==> config.mk <==
export PLATFORM = sky130hd
export DESIGN_NAME = fft_stage_sequencer
export DESIGN_NICKNAME = d
export VERILOG_FILES = /design/src/rtl/fft_stage_sequencer_pkg.sv /design/src/rtl/fft_token_delay.sv /design/src/rtl/fft_stage_sequencer.sv
export SDC_FILE = /design/constraint.sdc
export NUM_CORES = 1
export LEC_CHECK = 0
export CELL_PAD_IN_SITES_DETAIL_PLACEMENT = 0
export CELL_PAD_IN_SITES_GLOBAL_PLACEMENT = 2
export CORE_MARGIN = 1.5
export CORE_UTILIZATION = 40
export CTS_BUF_LIST = sky130_fd_sc_hd__clkbuf_4
export CTS_CLUSTER_DIAMETER = 50
export DETAILED_ROUTE_END_ITERATION = 12
export PLACE_DENSITY = 0.79
export SYNTH_ARGS = -nofsm -noshare
export SYNTH_HDL_FRONTEND = slang
export SYNTH_SLANG_ARGS = --single-unit
==> constraint.sdc <==
create_clock -name clk -period 2.25 [get_ports clk]
set_input_delay 0.45 -clock clk [delete_from_list [all_inputs] [get_ports clk]]
set_output_delay 0.45 -clock clk [all_outputs]
set_load 0.02 [all_outputs]
==> src/rtl/fft_stage_sequencer_pkg.sv <==
// Shared constants for the FFT stage sequencer: default pipeline geometry,
// control-token bit layout and the stage/output offset arithmetic.
package fft_stage_sequencer_pkg;

    localparam int NSTAGE_DEF    = 3;
    localparam int FRAME_CYC_DEF = 16;
    localparam int BF_LAT_DEF    = 2;

    localparam int TOK_VALID = 0;
    localparam int TOK_SOF   = 1;
    localparam int TOK_EOF   = 2;
    localparam int TOK_W     = 3;

    typedef enum logic {
        ST_IDLE,
        ST_RUN
    } seq_state_t;

    function automatic int stageDepth(input int s);
        return 1 << s;
    endfunction

    // Butterfly, then commutator (2*D_s), repeated until stage s is reached.
    function automatic int startOffset(input int s, input int bfLat);
        int t;
        t = bfLat;
        for (int i = 0; i < s; i++) begin
            t += 2 * stageDepth(i) + bfLat;
        end
        return t;
    endfunction

    function automatic int outLatency(input int nStage, input int bfLat);
        return startOffset(nStage - 1, bfLat) + 2 * stageDepth(nStage - 1) + bfLat;
    endfunction

endpackage

==> src/rtl/fft_token_delay.sv <==
// Fixed-depth shift register of control tokens; every tap is exposed so the
// sequencer can pick stage start pulses off intermediate depths.
module fft_token_delay #(
    parameter int DEPTH = 22,
    parameter int WIDTH = 3
) (
    input  logic                   clk,
    input  logic                   reset_n,
    input  logic [WIDTH-1:0]       i_din,
    output logic [DEPTH*WIDTH-1:0] o_taps
);

    logic [WIDTH-1:0] r_line [DEPTH];

    always_ff @(posedge clk or negedge reset_n) begin
        if (!reset_n) begin
            for (int i = 0; i < DEPTH; i++) begin
                r_line[i] <= '0;
            end
        end else begin
            r_line[0] <= i_din;
            for (int i = 1; i < DEPTH; i++) begin
                r_line[i] <= r_line[i-1];
            end
        end
    end

    for (genvar k = 0; k < DEPTH; k++) begin : g_tap
        assign o_taps[k*WIDTH +: WIDTH] = r_line[k];
    end

endmodule

==> src/rtl/fft_stage_sequencer.sv <==
// Control sequencer for the streaming radix-2 FFT: validates input framing,
// launches each commutator stage and regenerates framing at the output.
module fft_stage_sequencer
    import fft_stage_sequencer_pkg::*;
#(
    parameter int NSTAGE    = NSTAGE_DEF,
    parameter int FRAME_CYC = FRAME_CYC_DEF,
    parameter int BF_LAT    = BF_LAT_DEF
) (
    input  logic              clk,
    input  logic              reset_n,
    input  logic              in_valid,
    input  logic              in_sof,
    input  logic              err_clr,
    output logic [NSTAGE-1:0] stage_start,
    output logic              out_valid,
    output logic              out_sof,
    output logic              out_eof,
    output logic              busy,
    output logic              err
);

    localparam int CNT_W = $clog2(FRAME_CYC);
    localparam int LAT   = outLatency(NSTAGE, BF_LAT);

    seq_state_t             r_state;
    seq_state_t             w_stateNext;
    logic [CNT_W-1:0]       r_cnt;
    logic [CNT_W-1:0]       w_cntNext;
    logic                   r_err;
    logic                   w_errSet;
    logic [TOK_W-1:0]       w_tokIn;
    logic [LAT*TOK_W-1:0]   w_taps;

    always_ff @(posedge clk or negedge reset_n) begin
        if (!reset_n) begin
            r_state <= ST_IDLE;
            r_cnt   <= '0;
            r_err   <= 1'b0;
        end else begin
            r_state <= w_stateNext;
            r_cnt   <= w_cntNext;
            if (w_errSet) begin
                r_err <= 1'b1;
            end else if (err_clr) begin
                r_err <= 1'b0;
            end
        end
    end

    // r_cnt holds the number of groups already accepted in the current frame.
    always_comb begin
        w_stateNext = r_state;
        w_cntNext   = r_cnt;
        w_errSet    = 1'b0;
        w_tokIn     = '0;
        case (r_state)
            ST_IDLE: begin
                if (in_valid && in_sof) begin
                    w_tokIn[TOK_VALID] = 1'b1;
                    w_tokIn[TOK_SOF]   = 1'b1;
                    w_cntNext          = CNT_W'(1);
                    w_stateNext        = ST_RUN;
                end else if (in_valid) begin
                    w_errSet = 1'b1;
                end
            end
            ST_RUN: begin
                if (in_valid && in_sof) begin
                    w_errSet           = 1'b1;
                    w_tokIn[TOK_VALID] = 1'b1;
                    w_tokIn[TOK_SOF]   = 1'b1;
                    w_cntNext          = CNT_W'(1);
                end else if (in_valid) begin
                    w_tokIn[TOK_VALID] = 1'b1;
                    if (r_cnt == CNT_W'(FRAME_CYC - 1)) begin
                        w_tokIn[TOK_EOF] = 1'b1;
                        w_cntNext        = '0;
                        w_stateNext      = ST_IDLE;
                    end else begin
                        w_cntNext = r_cnt + CNT_W'(1);
                    end
                end else begin
                    w_errSet    = 1'b1;
                    w_cntNext   = '0;
                    w_stateNext = ST_IDLE;
                end
            end
            default: begin
                w_cntNext   = '0;
                w_stateNext = ST_IDLE;
            end
        endcase
    end

    fft_token_delay #(
        .DEPTH (LAT),
        .WIDTH (TOK_W)
    ) u_tokenDelay (
        .clk     (clk),
        .reset_n (reset_n),
        .i_din   (w_tokIn),
        .o_taps  (w_taps)
    );

    // Tap k becomes visible k+1 cycles after acceptance, hence the -1.
    for (genvar s = 0; s < NSTAGE; s++) begin : g_start
        localparam int T_S = startOffset(s, BF_LAT);
        assign stage_start[s] = w_taps[(T_S-1)*TOK_W + TOK_SOF];
    end

    assign out_valid = w_taps[(LAT-1)*TOK_W + TOK_VALID];
    assign out_sof   = w_taps[(LAT-1)*TOK_W + TOK_SOF];
    assign out_eof   = w_taps[(LAT-1)*TOK_W + TOK_EOF];
    assign err       = r_err;

    // sof/eof never appear without valid, so a plain OR over the line is exact.
    assign busy = (r_state == ST_RUN) | (|w_taps);

endmodule

==> summary.md <==
| Metric | Value |
|---|---|
| DP Cell Count | roughly 220 |
| DRC | 0 |
| Slew @ Worst Pin | ~0.35 ns |
| Die Y | between 70 and 80 microns |
| Crit path buf inv count | 1 |
| Clk_skew | 0.00807 ns |
| Post-DR vias/cell | roughly 5 |
| H-tree depth | 3 |
| DR vias | approximately 1100 |
| Core area | slightly above 5000 sq um |
| First-pass GRT wire length | around 6000 microns |
| Mapped Area | about 2200 sq um |
| Dpl ws | approximately 0.015 ns |
| GR met3 Demand/Resource | 8.38% |
| Final WL | 3420 microns |
| Mapped Cells | between 100 and 150 |
| Delay-heaviest family, CP | simple AND/OR/NAND/NOR gates |
| RSZ-0062 raised after global routing | true |
| Reg2reg setup slack | 0.98 ns |
| Worst-path cell chain | nor4_2, nand3_1, nor3_2, nand4_1, buf_4 |
| Worst hold path type | in2async |
| Met1 Track Usage GR | 17.5% |
| Busiest layer in global routing | met2 |
| Fmax | between 400 and 500 MHz |
| Starting Density | approximately two fifths |
| DR iter-0 viols | 49 |
| Critical Path Fanout Max | 2 |
| Distinct cells, synth | 23 |
| Seq/Total Area, Yosys | between 80% and 90% |
| Critical path capture point type | output port |
| # IOs | 13 |
| IO Port Bufs | 12 |
| Final antenna-violating net count | 0 |
| Max Cap Violations | 0 |
| Final setup fails | 0 |
| Mapped Nets | 141 |
| Peak VDD IR | 0.562 mV |
| Row cnt | 26 |
| Outcome | complete, no violations |
| RePlAce Congestion | just under 0.9 |
| CP Launch Type | register |
| Half-perimeter wire length after placement | roughly 2200 microns |
| Post-route setup TNS | 0 ns |
| R2r worst-path depth | 5 |
| Final min period | approximately 2.2 ns |
| Fin crit share | a little over nine tenths |
| Fin nets | roughly 160 |
| Worst skew pair latency | 0.40 ns |
| Post-Layout Cell Count | between 200 and 250 |
| Fin. max-slew vios | 0 |
| Static Leak | 0.00121 uW |
| Critical Path Max Stage Delay | approximately 0.41 ns |
| Commonest non-fill, non-tap cell in the layout | dfrtp_1 |
| Die area | just under 6000 sq um |
| TritonCTS clock tree | built |
| Syn Area/Cell | 16.0 sq um |
| Worst r2r src | r_cnt[1] |
| Worst Setup Path Type | reg2out |
| Grt total ovfl | 0 |
| Synth Register Bits | between 70 and 80 |
| Cell Pwr Density | 921 nW/um^2 |
| CP arrival | around 1.7 ns |
| Share of layout cells above drive strength 1 | ~15% |
| Wire per inst | 14.8 microns |
| Vias in the first global route | between 1000 and 1500 |
| Hold_buf cts | 0 |
| CTS Buffer Depth | 2 |
| Final WS setup | 0.0714 ns |
| Met2 Usage GRT | between 20% and 30% |
| Final hold violation count | 0 |
| Clock Sinks | between 70 and 80 |
| DIE WIDTH | 76.5 microns |
| Most frequent cells in the layout | dfrtp_1 (72), nor4_1 (10), clkdlybuf4s50_1 (10) |
| TritonRoute pass-1 iters | 4 |
| Slew HR | roughly three quarters |
| Layout Area Growth over Synthesis | 18.7% |
| R2R Path End | r_cnt[0] |
| CTS Root Cell | clkbuf_4 |
| Worst EP required | between 1.5 and 2 ns |
| Total track usage | 14.0% |
| Clock Pin Slew Worst Setup and Hold Paths | between 0.1 and 0.15 ns |
| Ant diodes | 0 |
| Ys Warns | 0 |
| Slowest CP cell | dfrtp_1 |
| CTS buffer count | 9 |
| Fillcell total | 440 |
| Initial antenna violation count | 0 |
| Largest net degree at the start of global routing | 73 |
[through the flow]
step	instance area [sq um]	hold slack [ns]	utilization (%)	total power (uW)
floorplan	2160	0.154	-	1470
global placement	2360	0.359	45.7	1530
detailed placement	2360	0.361	45.7	1540
CTS	2540	0.0460	49.0	2390
global route	2570	0.0357	49.6	2490
finish	2570	0.0388	49.6	2360
[cells in the mapped netlist]
library cell   n  area (sq um)
a32oi_1        1          8.76
and3_1         1          6.26
buf_2          1          5.00
nand4_1        3          18.8
nand3_1        4          20.0
o21ai_1        7          35.0
nor2b_1        2          12.5
nor4_1        16           100
nor3_2         1          10.0
xnor2_1        1          8.76
a21oi_1        1          5.00
inv_2          1          3.75
a31oi_1        1          6.26
and4_1         1          8.76
buf_4          3          22.5
nand2_1        6          22.5
nand3b_1       1          7.51
nor3_1         1          5.00
inv_1          3          11.3
nor2_1         6          22.5
dfrtp_1       72          1800
ha_1           1          12.5
a21o_1         1          7.51
[logic make-up (layout without fill, tap and decap cells)]
logic type | Yosys count | count (layout) | share of synthesized area (%)
AO/OA/AOI/OAI | 11 | 11 | 2.89
XOR/XNOR | 1 | 1 | 0.405
adder cells (fa/ha/maj) | 1 | 1 | 0.579
buffers and inverters | 8 | 34 | 1.97
flip-flops | 72 | 72 | 83.3
AND/OR/NAND/NOR | 42 | 42 | 10.8
[power breakdown]
group	switching (uW)	internal (uW)
clock	410	431
combinational	70.3	57.1
sequential	44.2	1350
[worst register-to-register path: cells and delay by family (launching register included)]
family	cells	cell delay (ns)
flops	1	0.43
simple gates	2	0.33
fa+ha+maj	1	0.24
compound gates	2	0.17
[sequential cells by signal, summed over array words and instances, names as in the netlist]
name,count
err,1
r_cnt,4
r_state,1
u_tokenDelay.o_taps,66
[layout make-up]
cell class	instances	area [sq um]	share of cell area, %
Timing Repair Buffer	15	148	5.75
Clock inverter	6	75.1	2.92
Multi-Input combinational cell	55	373	14.5
Sequential cell	72	1800	70.2
Tap cell	70	87.6	3.41
Clock buffer	9	67.6	2.63
Inverter	4	15.0	0.585
[timing repair]
action / CTS / global route
pin swaps: 6 / 5
setup endpoints to repair: 1 / 1
endpoints found under the hold margin: 0 / 0
setup buffers: 0 / 1
gates resized for setup: 10 / 3
[how the worst max path moves through the flow]
| stage | startpoint | slack [ns] | cells after the start | endpoint |
|---|---|---|---|---|
| 2_1_floorplan | u_tokenDelay.o_taps[34] | 0.65 | 4 | busy |
| 3_3_place_gp | u_tokenDelay.o_taps[34] | -0.02 | 5 | busy |
| 3_5_place_dp | u_tokenDelay.o_taps[34] | 0.01 | 5 | busy |
| 4_1_cts | u_tokenDelay.o_taps[61] | -0.008 | 5 | busy |
| 5_1_grt | u_tokenDelay.o_taps[40] | -0.12 | 5 | busy |
| 6_report | u_tokenDelay.o_taps[40] | 0.07 | 5 | busy |
[layer usage]
| layer | wire length (microns) | vias to the layer above |
|---|---|---|
| li1 | - | 523 |
| met2 | 1570 | 19 |
| met4 | 54 | 0 |
| met3 | 186 | 8 |
| met5 | 0 | - |
| met1 | 1600 | 583 |
Note: power is estimated with default switching activity, not from simulation.
